===== config.mk =====
export PLATFORM = sky130hd
export DESIGN_NAME = dmem_access_unit
export DESIGN_NICKNAME = d
export VERILOG_FILES = /design/src/rtl/dmem_pkg.sv /design/src/rtl/dmem_load_align.sv /design/src/rtl/dmem_access_unit.sv
export SDC_FILE = /design/constraint.sdc
export NUM_CORES = 1
export LEC_CHECK = 0
export ABC_AREA = 1
export CORE_MARGIN = 2
export CORE_UTILIZATION = 42
export DETAILED_ROUTE_END_ITERATION = 16
export PLACE_DENSITY = 0.78
export SYNTH_ARGS = -nofsm -noshare
export SYNTH_HDL_FRONTEND = slang
export SYNTH_SLANG_ARGS = --single-unit

===== constraint.sdc =====
create_clock -name clk -period 1.57 [get_ports clk]
set_clock_uncertainty 0.1 [all_clocks]
set_input_delay 0.314 -clock clk [delete_from_list [all_inputs] [get_ports clk]]
set_output_delay 0.314 -clock clk [all_outputs]
set_load 0.1 [all_outputs]

===== src/rtl/dmem_pkg.sv =====
// rtl/dmem_pkg.sv - shared trunk-mode, FSM-state and byte-enable constants for dmem_access_unit
package dmem_pkg;

    localparam logic [2:0] TRUNK_WORD   = 3'd0;
    localparam logic [2:0] TRUNK_BYTE_S = 3'd1;
    localparam logic [2:0] TRUNK_HALF_S = 3'd2;
    localparam logic [2:0] TRUNK_BYTE_U = 3'd3;
    localparam logic [2:0] TRUNK_HALF_U = 3'd4;

    localparam logic [1:0] ST_IDLE = 2'd0;
    localparam logic [1:0] ST_REQ  = 2'd1;
    localparam logic [1:0] ST_DONE = 2'd2;

    localparam logic [3:0] BE_WORD    = 4'b1111;
    localparam logic [3:0] BE_HALF_LO = 4'b0011;
    localparam logic [3:0] BE_HALF_HI = 4'b1100;
    localparam logic [3:0] BE_BYTE0   = 4'b0001;

    function automatic logic trunk_is_byte(input logic [2:0] mode);
        return (mode == TRUNK_BYTE_S) || (mode == TRUNK_BYTE_U);
    endfunction

    function automatic logic trunk_is_half(input logic [2:0] mode);
        return (mode == TRUNK_HALF_S) || (mode == TRUNK_HALF_U);
    endfunction

endpackage


===== src/rtl/dmem_load_align.sv =====
// rtl/dmem_load_align.sv - combinational byte/half select and sign/zero extension of a load word
module dmem_load_align
    import dmem_pkg::*;
(
    input  logic [31:0] i_rdata,
    input  logic [1:0]  i_addr_lo,
    input  logic [2:0]  i_mode,
    output logic [31:0] o_result
);

    logic [7:0]  w_byte;
    logic [15:0] w_half;

    always_comb begin
        case (i_addr_lo)
            2'd0:    w_byte = i_rdata[7:0];
            2'd1:    w_byte = i_rdata[15:8];
            2'd2:    w_byte = i_rdata[23:16];
            default: w_byte = i_rdata[31:24];
        endcase
        w_half = i_addr_lo[1] ? i_rdata[31:16] : i_rdata[15:0];

        case (i_mode)
            TRUNK_BYTE_S: o_result = {{24{w_byte[7]}}, w_byte};
            TRUNK_HALF_S: o_result = {{16{w_half[15]}}, w_half};
            TRUNK_BYTE_U: o_result = {24'd0, w_byte};
            TRUNK_HALF_U: o_result = {16'd0, w_half};
            default:      o_result = i_rdata;
        endcase
    end

endmodule


===== src/rtl/dmem_access_unit.sv =====
// rtl/dmem_access_unit.sv - MEM-stage load/store unit with req/ack data memory port and pipeline stall
// Optional: DMEM_ALIGN_CHECK_EN rejects misaligned half/word accesses without issuing a request.
module dmem_access_unit
    import dmem_pkg::*;
#(
    parameter int TIMEOUT_CYC = 64
) (
    input  logic        clk,
    input  logic        rst_n,
    input  logic        mem_read_in,
    input  logic        mem_write_in,
    input  logic [2:0]  trunk_mode_in,
    input  logic [31:0] addr_in,
    input  logic [31:0] wdata_in,
    output logic        stall_out,
    output logic [31:0] load_data_out,
    output logic        load_valid_out,
    output logic        err_out,
    output logic        dmem_req,
    output logic        dmem_we,
    output logic [31:0] dmem_addr,
    output logic [3:0]  dmem_be,
    output logic [31:0] dmem_wdata,
    input  logic        dmem_ack,
    input  logic [31:0] dmem_rdata
);

    localparam logic [7:0] TMO_LAST = 8'(TIMEOUT_CYC - 1);

    logic [1:0]  r_state;
    logic [7:0]  r_cnt;
    logic        r_we;
    logic        r_err;
    logic [31:0] r_addr;
    logic [2:0]  r_mode;
    logic [3:0]  r_be;
    logic [31:0] r_wdata;
    logic [31:0] r_rdata;

    logic        w_start;
    logic        w_misalign;
    logic [3:0]  w_be;
    logic [31:0] w_wdata;
    logic [31:0] w_ext;
    logic        w_done;

    assign w_start = mem_read_in | mem_write_in;

    // Read wins when both strobes are set, and reads always fetch the whole word.
    always_comb begin
        w_be    = BE_WORD;
        w_wdata = wdata_in;
        if (!mem_read_in) begin
            if (trunk_is_byte(trunk_mode_in)) begin
                w_be    = BE_BYTE0 << addr_in[1:0];
                w_wdata = {4{wdata_in[7:0]}};
            end else if (trunk_is_half(trunk_mode_in)) begin
                w_be    = addr_in[1] ? BE_HALF_HI : BE_HALF_LO;
                w_wdata = {2{wdata_in[15:0]}};
            end
        end
    end

`ifdef DMEM_ALIGN_CHECK_EN
    assign w_misalign = trunk_is_half(trunk_mode_in) ? addr_in[0]
                      : (!trunk_is_byte(trunk_mode_in) && (addr_in[1:0] != 2'b00));
`else
    assign w_misalign = 1'b0;
`endif

    always_ff @(posedge clk or negedge rst_n) begin
        if (!rst_n) begin
            r_state <= ST_IDLE;
            r_cnt   <= 8'd0;
            r_we    <= 1'b0;
            r_err   <= 1'b0;
            r_addr  <= 32'd0;
            r_mode  <= TRUNK_WORD;
            r_be    <= 4'd0;
            r_wdata <= 32'd0;
            r_rdata <= 32'd0;
        end else begin
            case (r_state)
                ST_IDLE: begin
                    if (w_start) begin
                        r_addr  <= addr_in;
                        r_mode  <= trunk_mode_in;
                        r_we    <= ~mem_read_in;
                        r_be    <= w_be;
                        r_wdata <= w_wdata;
                        r_rdata <= 32'd0;
                        r_cnt   <= 8'd0;
                        r_err   <= w_misalign;
                        r_state <= w_misalign ? ST_DONE : ST_REQ;
                    end
                end
                ST_REQ: begin
                    if (dmem_ack) begin
                        r_rdata <= dmem_rdata;
                        r_cnt   <= 8'd0;
                        r_state <= ST_DONE;
                    end else if (r_cnt == TMO_LAST) begin
                        r_err   <= 1'b1;
                        r_cnt   <= 8'd0;
                        r_state <= ST_DONE;
                    end else begin
                        r_cnt <= r_cnt + 8'd1;
                    end
                end
                ST_DONE: begin
                    r_err   <= 1'b0;
                    r_state <= ST_IDLE;
                end
                default: r_state <= ST_IDLE;
            endcase
        end
    end

    dmem_load_align u_load_align (
        .i_rdata   (r_rdata),
        .i_addr_lo (r_addr[1:0]),
        .i_mode    (r_mode),
        .o_result  (w_ext)
    );

    assign w_done         = (r_state == ST_DONE);
    assign stall_out      = ((r_state == ST_IDLE) && w_start) || (r_state == ST_REQ);
    assign load_valid_out = w_done && !r_we && !r_err;
    assign err_out        = w_done && r_err;
    assign load_data_out  = load_valid_out ? w_ext : 32'd0;

    assign dmem_req   = (r_state == ST_REQ);
    assign dmem_we    = r_we;
    assign dmem_addr  = {r_addr[31:2], 2'b00};
    assign dmem_be    = r_be;
    assign dmem_wdata = r_wdata;

endmodule


## Word-level counts from Yosys, hierarchy flattened

Cells that the tools add are included.

| storage, ports and cells | value |
|---|---|
| latch bits | 0 |
| memories kept | 0 |
| flip-flop bits (word level) | 115 |
| input bits | 104 |
| output and inout bits | 105 |
| ROM bits | 0 |
| memory bits (writable) | 0 |

| cells by class | value |
|---|---|
| reduce and logical (&&, ||, !) cells | 18 |
| shift-type cells | 1 |
| bitwise gates (word level) | 2 |
| divide/modulo/power cells | 0 |
| magnitude comparators | 0 |
| $add $sub $neg | 1 |
| $mul | 0 |
| eq/ne operators | 18 |
| muxes and demuxes | 26 |

Operators by type and width:

| operator | count |
|---|---|
| $mux 32 | 6 |
| $pmux 32 s4 | 1 |
| $pmux 32 s2 | 1 |
| $mux 8 | 3 |
| $pmux 8 s3 | 1 |
| $mux 16 | 1 |
| $mux 4 | 4 |
| $pmux 8 s2 | 1 |
| $eq 3x2->1 const B | 4 |
| $add 8x1->8 const B | 1 |
| $eq 8x6->1 const B | 1 |
| $eq 3x1->1 const B | 2 |
| $eq 3x3->1 const B | 2 |
| $mux 2 | 3 |
| $reduce_and 2->1 | 3 |
| $eq 2x1->1 const B | 2 |
| $eq 2x2->1 const B | 2 |
| $logic_and 1x1->1 | 4 |
| $logic_not 2->1 | 2 |
| $ne 2x1->1 const B | 2 |
| $ne 2x2->1 const B | 2 |
| $pmux 2 s2 | 1 |
| $reduce_and 4->1 | 1 |
| $shl 1x2->4 const A | 1 |
| other kinds (10) | 15 |

## Logic depth before layout (Yosys ltp)

Gate-level depths: netlist (run 1).

| depth | value |
|---|---|
| depth in word-level cells | 5 |
| depth in mapped cells | 10 |
| mapped depth without buffers | 9 |

## Modules after synthesis

A second synthesis (run 1) with hierarchy kept.

| second synthesis, totals | value |
|---|---|
| cell total of the unflattened synthesis | 942 |
| area, all modules | 6725.2 µm² |

Modules (own cells, without submodules):

| module | sequential area each (µm²) | cells an instance | times used | area each (µm²) |
|---|---|---|---|---|
| dmem_access_unit | 2877.8 | 747 | 1 | 5724.2 |
| dmem_load_align | 0.0 | 195 | 1 | 1001.0 |

## Worst setup path after synthesis (run 1)

Ideal clock, no wire load.

| timing path | value |
|---|---|
| path type | reg-to-output |
| start point | register r_we (netlist: dmem_we) |
| end point | output port load_data_out[13] |
| slack | -2.266 ns |
| path buffers | 1 |
| cell stages (with the launch flop) | 5 |
| arrival time | 3.422 ns |
| cell sequence | dfrtp_1 -> nor3_4 -> buf_2 -> o21ai_0 -> a21oi_1 |

| between the ends | value |
|---|---|
| cells in the longest elaborated chain, start to end | 4 |

RTL lines:

| item | RTL line | RTL |
|---|---|---|
| start: declaration | dmem_access_unit.sv:32 | `logic r_we;` |
| start signal: assignment | dmem_access_unit.sv:88 | `r_we <= ~mem_read_in;` |
| $logic_not 1->1 | dmem_access_unit.sv:128 | `assign load_valid_out = w_done && !r_we && !r_err;` |
| $logic_and 1x1->1 (2 in series) | dmem_access_unit.sv:128 |  |
| via load_valid_out | dmem_access_unit.sv:17 | `output logic load_valid_out,` |
| $mux 32 | dmem_access_unit.sv:130 | `assign load_data_out = load_valid_out ? w_ext : 32'd0;` |
| end: declaration | dmem_access_unit.sv:16 | `output logic [31:0] load_data_out,` |

The timed path passes the listed nets, and every way through them passes these cells.

## Worst setup path after layout (run 1)

| timing path | value |
|---|---|
| start point | register r_addr[1] |
| end point | output port load_data_out[1] |

| between the ends | value |
|---|---|
| cells in the longest elaborated chain, start to end | 4 |
| elaborated cells on any way between the ends | 7 |
| classes of those cells | 2 x eq/ne; 4 x mux; 1 x reduce/logical |

RTL lines:

| item | RTL line | RTL |
|---|---|---|
| start: declaration | dmem_access_unit.sv:34 | `logic [31:0] r_addr;` |
| start signal: assignment | dmem_access_unit.sv:86 | `r_addr <= addr_in;` |
| $eq 2x2->1 (tied with other cells) | dmem_load_align.sv:15 | `case (i_addr_lo)` |
| $pmux 8 s3 | dmem_load_align.sv:15 |  |
| $pmux 32 s4 (*) | dmem_load_align.sv:23 | `case (i_mode)` |
| $mux 32 (*) | dmem_access_unit.sv:130 |  |

Mark *: on every way between the ends. The rest lies on a longest branch, timed or not.

==> results of run 1 <==
==> per-layer routing <==
layer / routed length [microns] / GRT usage
met5: 0 / 0
met2: 15630 / 0.5256
met3: 2924 / 0.09743
met4: 2172 / 0.1235
met1: 10450 / 0.3408
==> cell usage in the layout (no fill, tap or decap), types with 2 or more instances in the layout <==
master,synthesis,routed
nand2_1,291,184
buf_12,1,126
dfrtp_1,115,110
clkdlybuf4s50_1,0,102
buf_4,32,72
nand3_1,94,71
nand2_2,3,67
inv_1,83,67
nand2_4,2,40
o21ai_2,0,33
nor2_1,48,30
clkbuf_16,0,30
o21ai_1,10,24
buf_6,1,24
nor2_4,11,23
o21ai_0,73,23
nand3_2,3,22
a21oi_1,37,19
clkinvlp_4,0,13
a21oi_4,0,10
inv_2,4,9
nor2_2,2,8
a21oi_2,0,8
nand2_8,0,6
inv_6,0,5
nand3_4,1,5
buf_8,0,5
nand4_1,4,4
bufinv_16,0,4
dfrtp_2,0,4
o21ai_4,0,3
buf_16,0,3
xor2_1,2,2
conb_1,1,2
clkinv_4,0,2
==> kinds of logic (layout without fill, tap and decap cells) <==
| kind of cell | Yosys count | count (layout) | share of synthesized area |
|---|---|---|---|
| AOI/OAI and AO/OA | 123 | 123 | 0.09832 |
| xor gates and xnor gates | 2 | 2 | 0.002765 |
| adders and majority gates | 1 | 1 | 0.001974 |
| buffers and inverters | 165 | 466 | 0.1244 |
| DFF | 115 | 115 | 0.4541 |
| other | 1 | 2 | 0.0005917 |
| and+or+nand+nor | 461 | 462 | 0.3179 |
==> how the worst max path moves through the flow <==
| stage | to | start | slack [ns] | cells past startpoint |
|---|---|---|---|---|
| after floorplan | load_data_out[21] | r_addr[1]$_DFFE_PN0P_ | -0.77 | 9 |
| after global placement | load_data_out[21] | r_addr[1]$_DFFE_PN0P_ | -0.37 | 9 |
| after detailed placement | load_data_out[21] | r_addr[1]$_DFFE_PN0P_ | -0.41 | 9 |
| after CTS | load_data_out[4] | r_mode[1]$_DFFE_PN0P_ | -0.79 | 10 |
| after global routing | load_data_out[24] | r_mode[1]$_DFFE_PN0P_ | -0.91 | 9 |
| final | load_data_out[1] | r_addr[1]$_DFFE_PN0P_ | -0.85 | 10 |
==> worst reg2reg max path, stage by stage (launching register included) <==
cell,delay [ns]
dfrtp_1,0.44
buf_6,0.16
nor2_4,0.15
nand2_4,0.11
buf_8,0.17
buf_12,0.16
buf_12,0.16
a21oi_2,0.10
o21ai_1,0.08
nand2_1,0.12
==> final cells by class <==
class,instances,area [sq um],share of cell area
Clock inverter,14,201.4,0.01578
Multi-Input combinational cell,590,3772,0.2956
Tap cell,184,230.2,0.01804
Clock buffer,18,439.2,0.03441
Timing Repair Buffer,346,4847,0.3798
Inverter,88,385.4,0.03020
Sequential cell,115,2887,0.2262
==> through the flow <==
stage                     instances  instance area, sq um
after detailed placement       1279                 10320
after floorplan                 869                  6591
after CTS                      1331                 11450
final                          1355                 12760
after global placement         1279                 10320
after global routing           1355                 12760
==> synthesized netlist by cell type, types with 2 or more instances <==
library cell / n / area (sq um)
a21oi_1: 37 / 185.2
buf_2: 20 / 100.1
buf_4: 32 / 240.2
clkbuf_1: 22 / 82.58
dfrtp_1: 115 / 2878
inv_1: 83 / 311.6
inv_2: 4 / 15.01
nand2_1: 291 / 1092
nand2_2: 3 / 18.77
nand2_4: 2 / 22.52
nand3_1: 94 / 470.5
nand3_2: 3 / 30.03
nand4_1: 4 / 25.02
nor2_1: 48 / 180.2
nor2_2: 2 / 12.51
nor2_4: 11 / 123.9
o21ai_0: 73 / 365.4
o21ai_1: 10 / 50.05
xor2_1: 2 / 17.52
==> timing repair <==
action / 4_1_cts / 5_1_grt
pin swaps: 21 / 81
buffers inserted: 18 / 14
cloned: 5 / 15
setup endpoints to repair: 69 / 127
hold buffers: 1 / 0
gates resized for setup: 76 / 292
endpoints found under the hold margin: 115 / 0
==> flip-flops by register name, indices dropped and copies added, names as in the netlist <==
signal      cells
dmem_wdata     32
r_addr         32
r_rdata        32
r_cnt           8
dmem_be         4
r_mode          3
r_state         2
dmem_we         1
r_err           1
==> flow_metrics.tcl, run 1 <==
set metrics [dict create \
    hold_depth 3 \
    hold_slack_ns 0.3153 \
    synthCells 868 \
    ff2ff_setup_slack_ns -0.25 \
    first_pass_iters 6 \
    hold_path_end "r_addr[4]$_DFFE_PN0P_" \
    wirelength_mm 31.18 \
    io_pins 209 \
    pre_cts_ws_ns -0.4136 \
    grt_use_total 0.3012 \
    fin_util 0.8715 \
    setup_viol 151 \
    end_kind "primary output" \
    rr_endpoint "dmem_wdata[15]$_DFFE_PN0P_" \
    drtAntennaViolNets 0 \
    diodes 0 \
    cp_num_buf_inv 4 \
    max_stage_delay_ns 0.45 \
    arrival_ns 2.01 \
    slew_viol_final 0 \
    start_util 0.4328 \
    worstSkewPairLatency_ns 0.43 \
    min_path_type "in2reg" \
    violations "negative setup slack" \
    grt_pass1_vias 7300 \
    cts_tree "yes" \
    setup_ws_ns -0.8541 \
    numClockSinks 115 \
    drc 0 \
    drt_iter0_markers 881 \
    path_cells "buf_6 > buf_4 > nand2_1 > nand2_1 > nand2_1 > nand3_1 > nand3_2 > nand2_4 > clkinvlp_4 > buf_12" \
    ys_types 31 \
    async_flop_share 1.000 \
    fin_setup_tns_ns -42.15 \
    syn_area_sq_mm 0.006337 \
    dp_hpwl_mm 16.03 \
    die_h_microns 126.8 \
    routedWlPerCell_microns 23.01 \
    cp_top_family "simple AND/OR/NAND/NOR gates" \
    reg2reg_depth 9 \
    hold_start "addr_in[4]" \
    synth-main-ff-cell "dfrtp_1" \
    via_per_inst 5.828 \
    syn-mean-instance-area_sq_um 7.301 \
    cap_violations 0 \
    cp_slowest_cell "dfrtp_2" \
    fillerInstances 561 \
    globalRouteOverflowTotal 0 \
    antenna_found_initial 0 \
    gp_congestion 0.9873 \
    synth-edff-count 0 \
    critPathMostFrequentCell "nand2_1" \
    grt_max_degree 64 \
    crit_type "reg2out" \
    min_period_ns 2.424 \
    drive_gt1_frac 0.4500 \
    ys_seq_area_frac 0.4541 \
    final_nets 1263 \
    max_freq_ghz 0.4125 \
    rows 44 \
    max-clock-path-buffers 2 \
    crit_fanout 10 \
    clk_pin_slew_worst_paths_ns 0.06 \
    die_x_microns 126.8 \
    crit_required_ns 1.16 \
    critPathLaunchType "flip-flop" \
    ys_seq_elements 115 \
    yosys_warnings 0 \
    cts_root_buf "clkbuf_16" \
    grt_pass1_wl_mm 37.88 \
    rsz0062_at_grt "true" \
    core_area_sq_mm 0.01464 \
    rr_startpoint "r_state[1]$_DFFE_PN0P_" \
    status "finished with violations" \
    port_buffers 206 \
    htree_levels 4 \
    timing.final.crit_share 1.544 \
    die_area_sq_mm 0.01609 \
    synthToLayoutAreaGrowth_pct 101.4 \
    num_vias 7897 \
    timing.final.hold_violations 0 \
    numCtsBuffers 17 \
]
Power of run 1 is left out: the tool's default activity adds up to more than one toggle a clock period on the data nets, which glitch-free logic cannot reach.
==> inputs of run 2 (changes only) <==
CELL_PAD_IN_SITES_DETAIL_PLACEMENT = 0   (was unset)
CELL_PAD_IN_SITES_GLOBAL_PLACEMENT = 1   (was unset)
CORE_UTILIZATION = 29   (was 42)
GPL_ROUTABILITY_DRIVEN = 0   (was unset)
PLACE_DENSITY = unset   (was 0.78)
PLACE_DENSITY_LB_ADDON = 0.08   (was unset)
==> run 2 against run 1 <==
The flow still finishes with violations (negative setup slack). Utilization shrank 31 points. First-iteration DRC count shrank 68%. Critical path depth shrank 2. Critical path type unchanged. Global-route usage shrank 10 points. Cell count grew 6.4%. Cell area shrank 4.6%. Flip-flop and latch count is the same. Routed wire length shrank 23%. Hold slack lost 0.079 ns. Fmax grew 3.3%. Die area grew 43%.
==> flow_metrics.tcl, run 2 (synthesis gave the netlist of run 1 again) <==
set metrics [dict create \
    status "finished with violations" \
    violations "negative setup slack" \
    cp_num_buf_inv 4 \
    fin_util 0.5633 \
    io_pins 209 \
    min_period_ns 2.348 \
    rsz0062_at_grt "true" \
    grt_pass1_vias 6619 \
    final_cell_mix "nand2_1, buf_12, dfrtp_1" \
    fillerInstances 1968 \
    drt_iter0_markers 281 \
    rows 54 \
    grt_max_degree 46 \
    mostFrequentLayoutCell "nand2_1" \
    slew_viol_final 0 \
    first_pass_iters 4 \
    path_cells "inv_2 > nand2_4 > nand3_4 > buf_12 > o21a_1 > nand2_2 > clkinvlp_4 > buf_12" \
    die_x_microns 151.8 \
    min_path_type "in2async" \
    dp_hpwl_mm 16.71 \
    drtAntennaViolNets 0 \
    max-clock-path-buffers 2 \
    crit_required_ns 1.16 \
    cts_root_buf "clkbuf_16" \
    pre_cts_ws_ns -0.4054 \
    start_util 0.2931 \
    numCtsBuffers 17 \
    max_freq_ghz 0.4260 \
    drive_gt1_frac 0.3778 \
    cp_slowest_cell "dfrtp_1" \
    htree_levels 4 \
    crit_fanout 15 \
    timing.final.hold_violations 0 \
    setup_ws_ns -0.7776 \
    arrival_ns 1.93 \
    die_area_sq_mm 0.02305 \
    antenna_found_initial 0 \
    die_h_microns 151.8 \
    routedWlPerCell_microns 16.64 \
    timing.final.crit_share 1.495 \
    synthToLayoutAreaGrowth_pct 92.18 \
    critPathLaunchType "flip-flop" \
    critPathMostFrequentCell "buf_12" \
    final_nets 1254 \
    wirelength_mm 24.00 \
    core_area_sq_mm 0.02162 \
    num_vias 6551 \
    globalRouteOverflowTotal 0 \
    grt_use_total 0.1995 \
    worstSkewPairLatency_ns 0.42 \
    via_per_inst 4.543 \
    cts_tree "yes" \
    end_kind "primary output" \
    setup_viol 63 \
    grt_pass1_wl_mm 36.09 \
    diodes 0 \
    numClockSinks 115 \
    cp_top_family "buffers and inverters" \
    drc 0 \
    port_buffers 206 \
    max_stage_delay_ns 0.43 \
    clk_pin_slew_worst_paths_ns 0.06 \
    cap_violations 0 \
    crit_type "reg2out" \
]
==> run 2: cell count changes in the layout (fill, tap and decap cells not counted), moves of 4 or more <==
cell and change:
o21ai_2 -4, nor2_2 -4, buf_12 -9, nand2_2 -36
nand2_1 +66, clkinv_2 +4, nand2_4 -28, o21ai_1 +7
bufinv_16 -4, nand3_1 +4
==> run 2: area by class of cell <==
cell class,instances,area [sq um],area share
flip-flops and latches,115,2887,0.2370
repair buffers,337,4667,0.3832
clock buffers,17,425.4,0.03493
inverters,88,375.4,0.03082
well taps,280,350.3,0.02877
multi-input cells,590,3364,0.2762
clock inverters,15,110.1,0.009040
==> run 2: repair_timing <==
action,4_1_cts,5_1_grt
pin swaps,14,40
buffers inserted,14,10
hold buffers,1,0
hold endpoints to repair,16,0
gates cloned,7,12
gates resized for setup,111,131
endpoints found under the setup margin,46,147
==> run 2: per-stage QoR <==
| stage | cell area [sq um] | setup TNS (ns) | std cells | hold slack, ns |
|---|---|---|---|---|
| 2_1_floorplan | 6591 | -20.92 | 869 | -0.08159 |
| 3_3_place_gp | 10390 | -33.66 | 1372 | 0.1369 |
| 3_5_place_dp | 10390 | -36.59 | 1372 | 0.1366 |
| 4_1_cts | 11460 | -26.75 | 1425 | 0.2366 |
| 5_1_grt | 12180 | -30.67 | 1442 | 0.2577 |
| 6_report | 12180 | -25.70 | 1442 | 0.2367 |
==> run 2: metal layers <==
layer / track usage / vias up / share of wire
met1: 0.2434 / 3031 / 0.42
met3: 0.07216 / 40 / 0.068
met2: 0.3222 / 193 / 0.48
li1: - / 3287 / -
met4: 0.07877 / 0 / 0.034
met5: 0 / - / 0
==> run 2: worst paths after layout <==
check | from | to | slack (ns) | depth (start not counted)
min reg2reg | r_cnt[1]$_DFFE_PN0P_ | r_cnt[1]$_DFFE_PN0P_ | 0.43 | 1
max | r_mode[2]$_DFFE_PN0P_ | load_data_out[15] | -0.78 | 8
min | rst_n | r_rdata[6]$_DFFE_PN0P_ | 0.24 | 2
max reg2reg | r_state[1]$_DFFE_PN0P_ | r_rdata[7]$_DFFE_PN0P_ | -0.03 | 8
max in group asynchronous | rst_n | r_state[1]$_DFFE_PN0P_ | 0.57 | 3
min in group clk | addr_in[16] | r_addr[16]$_DFFE_PN0P_ | 0.32 | 3
Power of run 2 is left out for the same reason.
==> inputs of run 3 (changes only) <==
SLEW_MARGIN = 20   (was unset)
==> results of run 3 <==
The final DEF is identical to that of run 2; final timing and power are the same.
Power of run 3 is left out for the same reason.
